--- src/rtl/fpga_logic_cell.sv ---
// fpga_logic_cell: LUT + optional DFF logic element with serial config load; LC_CFG_READBACK_EN adds the cfg_bit_o daisy-chain output
module fpga_logic_cell #(
    parameter int LUT_K = 4
) (
    input  logic             clk_i,
    input  logic             reset_i,
    input  logic             cfg_valid_i,
    input  logic             cfg_bit_i,
    output logic             cfg_ready_o,
    output logic             cfg_done_o,
    input  logic             cfg_clear_i,
    input  logic [LUT_K-1:0] in_i,
    input  logic             fcin_i,
    input  logic             ce_i,
    input  logic             sr_i,
    output logic             lut_o,
    output logic             o_o
`ifdef LC_CFG_READBACK_EN
    ,
    output logic             cfg_bit_o
`endif
);
    localparam int N = 2**LUT_K;
    localparam int CFG_W = N + 3;
    localparam int CW = $clog2(CFG_W);
    typedef enum logic {LOAD, ACTIVE} state_t;
    state_t state_q, state_d;
    logic [CW-1:0] cnt_q, cnt_d;
    logic [CFG_W-1:0] cfg_q, cfg_d;
    logic q_q, q_d;
    logic accept, last;
    logic [LUT_K-1:0] idx;
    // A clear in the same cycle as an offered bit restarts the load without consuming that bit
    always_comb begin
        accept = cfg_valid_i && state_q == LOAD && !cfg_clear_i;
        last = cnt_q == CW'(CFG_W - 1);
        idx = {cfg_q[N] ? fcin_i : in_i[LUT_K-1], in_i[LUT_K-2:0]};
        lut_o = state_q == ACTIVE && cfg_q[idx];
        state_d = cfg_clear_i ? LOAD : (accept && last) ? ACTIVE : state_q;
        cnt_d = cfg_clear_i ? '0 : (accept && !last) ? cnt_q + 1'b1 : cnt_q;
        cfg_d = accept ? {cfg_bit_i, cfg_q[CFG_W-1:1]} : cfg_q;
        q_d = (state_q != ACTIVE || cfg_clear_i) ? 1'b0 : sr_i ? cfg_q[N+2] : ce_i ? lut_o : q_q;
    end
    always_ff @(posedge clk_i) begin
        if (reset_i) begin
            state_q <= LOAD;
            cnt_q <= '0;
            cfg_q <= '0;
            q_q <= 1'b0;
        end else begin
            state_q <= state_d;
            cnt_q <= cnt_d;
            cfg_q <= cfg_d;
            q_q <= q_d;
        end
    end
`ifdef LC_CFG_READBACK_EN
    always_ff @(posedge clk_i) begin
        if (reset_i) cfg_bit_o <= 1'b0;
        else if (accept) cfg_bit_o <= cfg_q[0];
    end
`endif
    assign cfg_ready_o = state_q == LOAD;
    assign cfg_done_o = state_q == ACTIVE;
    assign o_o = cfg_q[N+1] ? q_q : lut_o;
endmodule

--- config.mk ---
export PLATFORM = sky130hd
export DESIGN_NAME = fpga_logic_cell
export DESIGN_NICKNAME = d
export VERILOG_FILES = /design/src/rtl/fpga_logic_cell.sv
export SDC_FILE = /design/constraint.sdc
export NUM_CORES = 1
export LEC_CHECK = 0
export BUFFER_PORTS_ARGS = -buffer_cell sky130_fd_sc_hd__clkbuf_2
export CORE_MARGIN = 3
export CORE_UTILIZATION = 54
export CTS_CLUSTER_DIAMETER = 40
export DETAILED_ROUTE_END_ITERATION = 8
export PLACE_DENSITY_LB_ADDON = 0.1
export REMOVE_ABC_BUFFERS = 1
export SKIP_CTS_REPAIR_TIMING = 1
export SLEW_MARGIN = 25
export SYNTH_ARGS = -nofsm -noshare
export SYNTH_HDL_FRONTEND = slang
export SYNTH_SLANG_ARGS = --single-unit
export TNS_END_PERCENT = 20
--- constraint.sdc ---
create_clock -name clk_i -period 1.9 [get_ports clk_i]
set_input_delay 0 -clock clk_i [delete_from_list [all_inputs] [get_ports clk_i]]
set_output_delay 0 -clock clk_i [all_outputs]
set_load 0.05 [all_outputs]
### Word-level counts from Yosys, hierarchy flattened

Index checks and enable logic that the tools add are counted.

* add/subtract/negate cells: 1
* $mul: 0
* div/mod/pow operators: 0
* magnitude comparators: 1
* equality and inequality tests: 1
* shift-type cells: 0
* multiplexer cells: 6
* bitwise gates (word level): 1
* reduce and logical (&&, ||, !) cells: 11

Operators with widths (number)
* 4-bit by 6-bit less-than comparator with 1-bit output (second input constant): 1
* 5-bit by 1-bit adder with 5-bit output (second input constant): 1
* 5-bit equality test (second input constant): 1
* 1-bit logical AND: 5
* 1-bit 2-to-1 mux: 5
* 1-bit binary-select mux with 4-bit select: 1
* 2-bit OR reduction: 2
* 1-bit logical NOT: 2
* 2-bit nonzero test: 1
* 1-bit logical OR: 1
* 1-bit inverter: 1

* bits in registers: 26
* bits in latches: 0
* RAM bits: 0
* memory bits (read-only): 0
* bits of input ports: 12
* word-level logic and storage cells: 25
* memories: 0

### Logic depth before layout (Yosys ltp)

* depth after elaboration: 6
* mapped depth: 6
* mapped depth without buffers: 6

### Worst setup path after synthesis

Ideal clock, no wire load.

* path kind: reg2out
* start: register cfg_q[7]
* end: output o_o
* arrival time: 1.804 ns
* data required time: 1.900 ns
* path slack: 0.096 ns
* cell stages (with the launch flop): 5
* cells stage by stage: dfxtp_1 mux4_2 and3_1 or4_1 a22o_1

* word-level cells in the longest chain between the ends: 4

Ends and longest elaborated chain
* start, declared: line 29 `logic [CFG_W-1:0] cfg_q, cfg_d;`
* start signal, assigned: line 53 `cfg_q <= cfg_d;`
* 1-bit binary-select mux with 4-bit select: line 38 `lut_o = state_q == ACTIVE && cfg_q[idx];`
* 1-bit 2-to-1 mux (not written as such): line 38
* 1-bit logical AND: line 38
* 1-bit 2-to-1 mux: line 65 `assign o_o = cfg_q[N+1] ? q_q : lut_o;`
* end, declared: line 17 `output logic o_o`

No other way between the ends. The select of a mux whose other input is x is not followed.

### Worst setup path after layout

* start: register cfg_q[5]
* end: output o_o

The elaborated chain is that of the path after synthesis.

==> metrics.md <==
| Metric | Value |
|---|---|
| PD cells | 620.3 nW/um2 |
| Final net count | 170 |
| Crit path max fanout | 2 |
| Share of layout cells above drive strength 1 | 0.2468 |
| Largest net degree at the start of global routing | 22 |
| Prevailing post-synth register cell | dfxtp_1 |
| DRC | 0 |
| Worst slew margin | 0.6758 |
| Root buf cell | clkbuf_4 |
| Asr flop ratio synth | 0 |
| CTS tree | done |
| First-pass GRT wire length | 4.050 mm |
| Core footprint | 1982 um2 |
| CTS max path bufs | 2 |
| Final Hold Violating Endpoints | 0 |
| DR vias/cell | 5.387 |
| Final setup fails | 2 |
| Worst r2r dst | q_q$_SDFFE_PP0P_ |
| Setup Skew | 0.002932 ns |
| Synthesized flop and latch total | 26 |
| R2R Setup Slk | 0.35 ns |
| Site Rows | 16 |
| Startpoint type of the worst setup path | flop |
| Final WS setup | -0.2856 ns |
| TritonCTS Buffers | 3 |
| Critical Path RT | 1.90 ns |
| WP data arrival | 2.19 ns |
| Synth warn | 0 |
| Die area | 2706 um2 |
| Nature of the critical path endpoint | output port |
| Total clock sinks | 26 |
| RSZ-0062 raised after global routing | yes |
| Routed WL per cell | 13.18 um |
| Slew @ Worst Pin | 0.4798 ns |
| GR Overflow Total | 0 |
| IO buf count | 15 |
| R2R Path Start | cfg_q[5]$_SDFFE_PP0P_ |
| Hold path startpoint | reset_i |
| Synth-to-layout area growth | 18.71% |
| Core Util, Final | 0.6850 |
| Fin. max-slew vios | 0 |
| Reg clk slew, reported paths | 0.13 ns |
| Register area share after synthesis | 0.4551 |
| Max cap viols | 0 |
| VDD IR max | 0.0003941 V |
| Worst r2r path cells | 4 |
| Static Leak | 0.5043 nW |
| Clock Latency Late Sink | 0.31 ns |
| Place WS | -0.009706 ns |
| Final Power | 0.8421 mW |
| Post-Syn Instances | 134 |
| Syn_area_per_cell | 8.534 um2 |
| Tot GR Track Use | 0.2029 |
| Yosys cell types | 24 |
| DRT Wirelength | 2.385 mm |
| Setup crit end | o_o |
| Hold Path Class | primary input to flop |
| Ant. Diodes | 0 |
| Routability cong. | 0.6778 |
| Io pins | 16 |
| Die height | 52.02 um |
| Outcome | complete, but fails checks |
| Initial core utilization | 0.5770 |
| H-tree depth | 1 |
| Vias post-DR | 975 |
| Die W | 52.02 um |
| Crit Path Category | flop to output port |
| Final std cells w/o fill | 181 |
| Period utilization | 1.150 |
| Post-synth EDFFs | 0 |
| Post-route minimum period | 2.186 ns |
| DR iter-0 viols | 15 |
| Placed Instances | 173 |
| Fmax | 457.5 MHz |
| Vias in the first global route | 979 |
| DP HPWL | 1.726 mm |
| Pre-antenna DRT Iters | 4 |
| Initial antenna violation count | 0 |
| Worst hold slack | 0.04858 ns |
| Failing checks | negative setup slack |
| Worst Setup SP | cfg_q[5]$_SDFFE_PP0P_ |
| Netlist Area Pre-Place | 1144 um2 |
| Post-route ant nets | 0 |
per-layer routing:
| metal | wire length, um | vias up | global-route usage |
|---|---|---|---|
| met5 | 0 | - | 0 |
| met4 | 79 | 0 | 0.1266 |
| met3 | 85 | 8 | 0.04585 |
| met2 | 1173 | 19 | 0.3410 |
| met1 | 1046 | 452 | 0.2294 |
| li1 | - | 496 | - |
registers in the layout, indices dropped and copies added (netlist names):
register,count
q_q,1
cfg_done_o,1
cnt_q,5
cfg_q,19
stage by stage:
step	instance area, um2	setup TNS (ns)
2_1_floorplan	1117	-4.317
3_3_place_gp	1261	0
3_5_place_dp	1261	-0.009706
4_1_cts	1284	-0.7099
5_1_grt	1358	-0.6535
6_report	1358	-0.5392
power breakdown:
group,leakage [nW],total (mW),internal (mW),switching (mW)
Clock,0.0138,0.224,0.0741,0.150
Combinational,0.277,0.0670,0.0289,0.0381
Sequential,0.213,0.551,0.548,0.00286
synth_stat cells, types with 3 or more instances:
master / n / area share
nand2_1: 39 / 0.13
nor2_1: 8 / 0.026
clkbuf_1: 7 / 0.023
dfxtp_1: 26 / 0.46
a21oi_1: 23 / 0.10
nor3b_1: 3 / 0.020
inv_1: 4 / 0.013
worst min-delay path by stage:
stage / end / cells after the start
2_1_floorplan: cfg_q[0]$_SDFFE_PP0P_ / 1
3_3_place_gp: cfg_q[18]$_SDFFE_PP0P_ / 3
3_5_place_dp: cfg_q[18]$_SDFFE_PP0P_ / 3
4_1_cts: cfg_q[18]$_SDFFE_PP0P_ / 3
5_1_grt: cnt_q[2]$_SDFFE_PP0P_ / 3
6_report: cnt_q[2]$_SDFFE_PP0P_ / 3
final cells by class:
cell class                 count  area [um2]
clock buffer                   3       22.52
fill                         166       624.3
inverter                       4       15.01
multi-input combinational     97       591.8
sequential                    26       529.3
tap                           27       33.78
timing repair buffer          24       165.2
cell usage in the layout (no fill, tap or decap), drive strengths merged, types with 2 or more instances in the layout:
| master | synthesis | final |
|---|---|---|
| nor3b | 3 | 3 |
| dfxtp | 26 | 26 |
| mux4 | 4 | 4 |
| buf | 0 | 7 |
| and3b | 2 | 2 |
| nand2 | 39 | 39 |
| xor2 | 2 | 2 |
| nand4 | 2 | 2 |
| xnor2 | 2 | 2 |
| dlygate4sd3 | 0 | 4 |
| clkbuf | 7 | 16 |
| inv | 4 | 4 |
| a21oi | 23 | 23 |
| ha | 2 | 2 |
| nor2 | 8 | 8 |
kinds of logic after synthesis:
logic type	count (synthesis)	share of synthesized area
compound gates	26	0.1225
fa+ha+maj	2	0.02188
flops	26	0.4551
mux	5	0.09409
buf+inv	11	0.03611
simple gates	60	0.2396
xor+xnor	4	0.03064
worst max-delay path: stages (launching register included):
cell,delay [ns]
dfxtp_2,0.34
mux4_2,0.45
and3b_1,0.19
or4_4,0.53
a22o_1,0.21
buf_6,0.15
Note: power is estimated with default switching activity, not from simulation.
